`src/rtl/relu_maxpool1_if.sv`:
```
// Stream bundle between the conv1 result stream and the ReLU + 2x2 max-pool stage.
// The master side drives samples and clear; the slave side returns pooled tiles.
interface relu_maxpool1_if #(
  parameter int DATA_W = 22
) ();
  logic              clear;
  logic              in_valid;
  logic [DATA_W-1:0] in_data;
  logic              out_valid;
  logic [DATA_W-1:0] out_data;
  logic              out_last;
  logic              frame_done;

  modport master (
    output clear, in_valid, in_data,
    input  out_valid, out_data, out_last, frame_done
  );

  modport slave (
    input  clear, in_valid, in_data,
    output out_valid, out_data, out_last, frame_done
  );
endinterface

```
`src/rtl/relu_maxpool1.sv`:
```
// ReLU followed by 2x2 stride-2 max pooling over a raster-ordered conv1 stream.
// Only one row of horizontal pair maxima is stored; the row buffer is read one
// sample early (on the even column of an odd row) so it maps onto block RAM
// with a registered read port.
module relu_maxpool1 #(
  parameter int DATA_W = 22,
  parameter int IN_W   = 24,
  parameter int IN_H   = 24
) (
  input  logic           clk,
  input  logic           rst_n,
  relu_maxpool1_if.slave bus
);

  localparam int HALF_W = IN_W / 2;
  localparam int COL_W  = (IN_W > 2) ? $clog2(IN_W) : 1;
  localparam int ROW_W  = (IN_H > 2) ? $clog2(IN_H) : 1;
  localparam int IDX_W  = (HALF_W > 1) ? $clog2(HALF_W) : 1;

  // Odd or tiny feature maps cannot be tiled 2x2 without leftovers.
  generate
    if ((IN_W < 2) || ((IN_W % 2) != 0)) begin : g_bad_w
      $error("relu_maxpool1: IN_W must be even and >= 2");
    end
    if ((IN_H < 2) || ((IN_H % 2) != 0)) begin : g_bad_h
      $error("relu_maxpool1: IN_H must be even and >= 2");
    end
  endgenerate

  logic [COL_W-1:0]  col_reg;
  logic [ROW_W-1:0]  row_reg;
  logic [DATA_W-1:0] pair_reg;
  logic [DATA_W-1:0] rd_reg;
  logic [DATA_W-1:0] rowbuf [0:HALF_W-1];

  logic              accept;
  logic              col_odd;
  logic              row_odd;
  logic              col_end;
  logic              row_end;
  logic              emit;
  logic [IDX_W-1:0]  buf_idx;
  logic [DATA_W-1:0] relu_val;
  logic [DATA_W-1:0] pair_max;
  logic [DATA_W-1:0] tile_max;

  // Sample qualification, ReLU and the running maxima (all compares unsigned on
  // nonnegative values, so no overflow is possible).
  always_comb begin
    accept   = bus.in_valid && !bus.clear;
    relu_val = bus.in_data[DATA_W-1] ? '0 : bus.in_data;
    col_odd  = col_reg[0];
    row_odd  = row_reg[0];
    col_end  = (col_reg == COL_W'(IN_W - 1));
    row_end  = (row_reg == ROW_W'(IN_H - 1));
    emit     = accept && col_odd && row_odd;
    buf_idx  = IDX_W'(col_reg >> 1);
    pair_max = (relu_val > pair_reg) ? relu_val : pair_reg;
    tile_max = (rd_reg > pair_max) ? rd_reg : pair_max;
  end

  // Raster position counters and the left-column pair register.
  always_ff @(posedge clk or negedge rst_n) begin
    if (!rst_n) begin
      col_reg  <= '0;
      row_reg  <= '0;
      pair_reg <= '0;
    end else if (bus.clear) begin
      col_reg  <= '0;
      row_reg  <= '0;
      pair_reg <= '0;
    end else if (accept) begin
      if (!col_odd) begin
        pair_reg <= relu_val;
      end
      if (col_end) begin
        col_reg <= '0;
        row_reg <= row_end ? '0 : row_reg + 1'b1;
      end else begin
        col_reg <= col_reg + 1'b1;
      end
    end
  end

  // Row buffer write: top-row pair maxima, stored on odd columns of even rows.
  always_ff @(posedge clk) begin
    if (accept && col_odd && !row_odd) begin
      rowbuf[buf_idx] <= pair_max;
    end
  end

  // Row buffer registered read, fetched on the even column so it is ready for
  // the odd column that completes the tile.
  always_ff @(posedge clk) begin
    if (accept && !col_odd && row_odd) begin
      rd_reg <= rowbuf[buf_idx];
    end
  end

  // Pooled output beat, last-tile flag and the trailing frame_done pulse.
  always_ff @(posedge clk or negedge rst_n) begin
    if (!rst_n) begin
      bus.out_valid  <= 1'b0;
      bus.out_data   <= '0;
      bus.out_last   <= 1'b0;
      bus.frame_done <= 1'b0;
    end else if (bus.clear) begin
      bus.out_valid  <= 1'b0;
      bus.out_last   <= 1'b0;
      bus.frame_done <= 1'b0;
    end else begin
      bus.out_valid  <= emit;
      bus.out_last   <= emit && col_end && row_end;
      bus.frame_done <= bus.out_last;
      if (emit) begin
        bus.out_data <= tile_max;
      end
    end
  end

endmodule

```
`src/flat_wrapper.sv`:
```
// flat-port wrapper written by rule: the top's interface ports become plain ports
module relu_maxpool1_flat 
#(
  parameter int DATA_W = 22,
  parameter int IN_W   = 24,
  parameter int IN_H   = 24
)
  (clk, rst_n, bus_clear, bus_in_valid, bus_in_data, bus_out_valid, bus_out_data, bus_out_last, bus_frame_done);
  relu_maxpool1_if #(.DATA_W(DATA_W)) bus_i ();
  input  logic clk;
  input  logic rst_n;
  input wire logic [$bits(bus_i.clear)-1:0] bus_clear;
  input wire logic [$bits(bus_i.in_valid)-1:0] bus_in_valid;
  input wire logic [$bits(bus_i.in_data)-1:0] bus_in_data;
  output wire logic [$bits(bus_i.out_valid)-1:0] bus_out_valid;
  output wire logic [$bits(bus_i.out_data)-1:0] bus_out_data;
  output wire logic [$bits(bus_i.out_last)-1:0] bus_out_last;
  output wire logic [$bits(bus_i.frame_done)-1:0] bus_frame_done;
  assign bus_i.clear = bus_clear;
  assign bus_i.in_valid = bus_in_valid;
  assign bus_i.in_data = bus_in_data;
  assign bus_out_valid = bus_i.out_valid;
  assign bus_out_data = bus_i.out_data;
  assign bus_out_last = bus_i.out_last;
  assign bus_frame_done = bus_i.frame_done;
  relu_maxpool1 #(.DATA_W(DATA_W), .IN_W(IN_W), .IN_H(IN_H)) u_core (.clk(clk), .rst_n(rst_n), .bus(bus_i));
endmodule
```
`config.mk`:
```
export PLATFORM = sky130hd
export DESIGN_NAME = relu_maxpool1_flat
export DESIGN_NICKNAME = d
export VERILOG_FILES = /design/src/rtl/relu_maxpool1_if.sv /design/src/rtl/relu_maxpool1.sv /design/src/flat_wrapper.sv
export SDC_FILE = /design/constraint.sdc
export NUM_CORES = 1
export LEC_CHECK = 0
export ABC_AREA = 1
export BUFFER_PORTS_ARGS = -buffer_cell sky130_fd_sc_hd__buf_2
export CORE_UTILIZATION = 50
export CTS_CLUSTER_DIAMETER = 30
export DETAILED_ROUTE_END_ITERATION = 12
export GPL_TIMING_DRIVEN = 0
export MAX_ROUTING_LAYER = met4
export PLACE_DENSITY_LB_ADDON = 0.08
export SLEW_MARGIN = 25
export SYNTH_ARGS = -nofsm -noshare
export SYNTH_HDL_FRONTEND = slang
export SYNTH_SLANG_ARGS = --single-unit
```
`constraint.sdc`:
```
create_clock -name clk -period 3.3 [get_ports clk]
set_input_delay 0.33 -clock clk [delete_from_list [all_inputs] [get_ports clk]]
set_output_delay 0.33 -clock clk [all_outputs]
set_load 0.02 [all_outputs]
```
==> results by group <==
STA
  • Count of final max-slew check failures: 0
  • Slew HR: 0.283
  • Final Worst Setup Slack: -0.219 ns
  • Worst hold slack: 0.0325 ns
  • Clock period minus worst slack: 3.52 ns
  • Final setup viols: 21
  • Period utilization: 1.07
  • Clk_skew: 0.0221 ns
  • Slew at the pin with the worst max-slew slack: 1.08 ns
  • Fmax achieved: 284 MHz
  • RSZ-0062 raised after global routing: yes
  • Hold Violations, Final: 0

Floorplan
  • Die height: 171 microns
  • Core Area: 0.0279 sq mm
  • FP Rows: 61
  • Initial Util: 0.511
  • Number of I/O pins: 51
  • Die Area: 0.0291 sq mm
  • Chip width: 171 microns

Yosys
  • Synthesized Nets: 1305
  • Synth top area cells: edfxtp_1, dfrtp_1, nand2_1
  • Sequential share of the synthesized area: 0.673
  • Synth area leader: edfxtp_1
  • Synthesized flop and latch total: 328
  • Post-Syn Area: 0.0142 sq mm
  • Unique masters post-synth: 32
  • Synth Instances: 1237
  • Synth top area share: 0.576
  • Syn_area_per_cell: 11.5 sq um
  • Yosys warning count: 0

Status
  • Failing checks: negative setup slack
  • Status: complete, but fails checks

Min path
  • Hold Path Class: primary input to flip-flop

Placement
  • PortBufs: 49
  • GP Congestion: 0.923
  • DP HPWL: 25100 microns
  • DP Area: 0.0158 sq mm
  • DP Worst Slack: -0.980 ns

Setup path
  • CP max stage cell: dfrtp_1
  • CP arrival: 3.95 ns
  • CP max FO: 6
  • Critical Path Start Type: flip-flop
  • Critical Path RT: 3.73 ns
  • CP dominant cell by count: nand2_8
  • Crit end category: flip-flop
  • Slowest Stage Delay on Critical Path: 0.37 ns
  • Crit path kind: flip-flop to flip-flop

Layout
  • Net count, final: 1503
  • Area Growth Syn to Fin: 36.7%
  • N_diodes: 0
  • Top reg by flops: u_core.rowbuf
  • Max FFs per register: 252
  • Fraction of layout cells with a size suffix above 1: 0.305
  • Finished layout cell area: 0.0194 sq mm

Route
  • Antenna-violating nets left: 0
  • Via count: 10300
  • First-iteration detailed-routing DRC count: 783
  • Avg WL per Cell: 21.1 microns
  • Vias/cell: 5.53
  • Routed WL: 39400 microns
  • DRC viols: 0
  • Pre-antenna DRT Iters: 5

Global route
  • Number of global-route vias before repair: 10600
  • Grt ovf: 0
  • Met3 Use GR: 0.0717
  • Initial antenna violation count: 0
  • Global routing's busiest layer: met2
  • GRT Total Usage: 0.285
  • M2 GR Usage: 0.456
  • Met1 Use GR: 0.339
  • Largest net degree at the start of global routing: 56
  • First-pass GRT wire length: 59100 microns

Power
  • Static Leak: 0.00766 uW
  • Sequential fraction of design power: 0.358
  • Switching share of power: 0.248
  • Sw Pwr: 3290 uW
  • Pwr/cell area: 682 mW/mm^2
  • VDD IR max: 0.413 mV
  • Clock share of power: 0.532
  • Comb power frac: 0.110
  • Internal power: 9970 uW

CTS
  • CTS Sinks: 328
  • Clk_lat worst skew: 0.57 ns
  • H-tree depth: 3
  • CTS tree: done
  • Num CTS Buffers: 74
  • Worst-path clk slew: 0.04 ns
  • Root Buffer: clkbuf_16
  • CTS max path bufs: 3

Run
  • Maxcap violations: 0
## worst max-delay path: cells and delay by family, from the launching register on
| kind | cells | cell delay [ns] |
|---|---|---|
| and+or+nand+nor | 16 | 1.47 |
| adders and majority gates | 2 | 0.47 |
| AOI/OAI and AO/OA | 3 | 0.54 |
| buffers and inverters | 7 | 0.52 |
| DFF | 1 | 0.37 |
## cell usage in the layout, fill, tap and decap left out, types with 20 or more instances in the layout
cell type  netlist  routed
a22oi_1         63      63
a31oi_1         65      65
buf_2           22      64
buf_4            3      56
clkbuf_1        29      35
clkbuf_16        0      78
dfrtp_1         55      54
edfxtp_1       273     273
ha_1            42      22
ha_4             0      20
inv_1          135     110
inv_2            2      21
nand2_1        249     190
nand2_2         14      37
nand2_4          0      25
nand3_1        135      94
nand3_2          0      33
nor2_1          41      25
o22ai_1         22      22
or3_1           21      21
## final timing paths
check                                                   start                                  end  slack (ns)  cells after the start
min                                                 bus_clear      u_core.bus.frame_done$_DFF_PN0_        0.03                      2
max reg2reg                    u_core.pair_reg[1]$_DFFE_PN0P_  u_core.bus.out_data[14]$_DFFE_PN0P_       -0.22                     28
min reg2reg                u_core.bus.out_data[8]$_DFFE_PN0P_   u_core.bus.out_data[8]$_DFFE_PN0P_        0.47                      2
max in group asynchronous                               rst_n       u_core.pair_reg[9]$_DFFE_PN0P_        2.36                      2
max                            u_core.pair_reg[1]$_DFFE_PN0P_  u_core.bus.out_data[14]$_DFFE_PN0P_       -0.22                     28
min in group asynchronous                               rst_n        u_core.row_reg[3]$_DFFE_PN0P_        0.39                      2
## synthesized netlist by cell type, drive strengths merged
library cell  number
nor2              43
a32o               1
ha                42
a31oi             65
o21a               2
o21bai             3
buf               34
inv              137
dfrtp             55
nand3            135
a21oi             16
conb               1
nor4               1
or3               21
edfxtp           273
nand2            263
nor3              12
o32ai              1
clkbuf            29
o211ai             1
clkinv             1
o21ai             12
a22oi             63
nand4              4
o22ai             22
## layer usage
metal / up-vias / routed length [microns]
met5: - / 0
met4: 0 / 1490
met3: 107 / 3070
met2: 409 / 19100
met1: 4974 / 15800
li1: 4852 / -
## layout make-up
cell class / count / area, sq um
Clock inverter: 46 / 473
Tap cell: 378 / 473
Inverter: 138 / 543
Buffer: 63 / 404
Multi-Input combinational cell: 708 / 4910
Sequential cell: 328 / 9580
Timing Repair Buffer: 122 / 1090
Clock buffer: 88 / 1970
Fill cell: 1932 / 8420
## logic make-up (layout without fill, tap and decap cells)
kind of cell | count (synthesis) | count (layout) | share of synthesized area
AND/OR/NAND/NOR | 479 | 479 | 0.147
buffers and inverters | 201 | 457 | 0.0568
adder cells (fa/ha/maj) | 42 | 42 | 0.0369
AO/OA/AOI/OAI | 186 | 186 | 0.0858
flip-flops | 328 | 328 | 0.673
other | 1 | 1 | 0.000264
## timing repair
action / CTS / global route
hold endpoints to repair: 55 / 0
resized for setup: 82 / 70
setup buffers: 38 / 9
setup endpoints to repair: 21 / 21
cloned: 4 / 3
pin swaps: 39 / 55
hold buffers: 1 / 0
## stage by stage
stage               setup TNS [ns]  total power (uW)  cells   util
floorplan                   -0.438              5550   1237      -
global placement           -198.27              5910   1664  0.554
detailed placement          -19.61              5940   1682  0.568
CTS                          -1.79             13200   1859  0.683
global route                 -6.89             13700   1871  0.698
finish                       -3.86             13300   1871  0.698
## power by group through the flow
stage	clock, uW	sequential (uW)	combinational (uW)
global route	7370	4760	1580
floorplan	0	4920	628
detailed placement	0	4820	1120
finish	7060	4750	1460
CTS	7130	4750	1340
global placement	0	4810	1100
No activity file was read; power rests on OpenSTA's default activity.
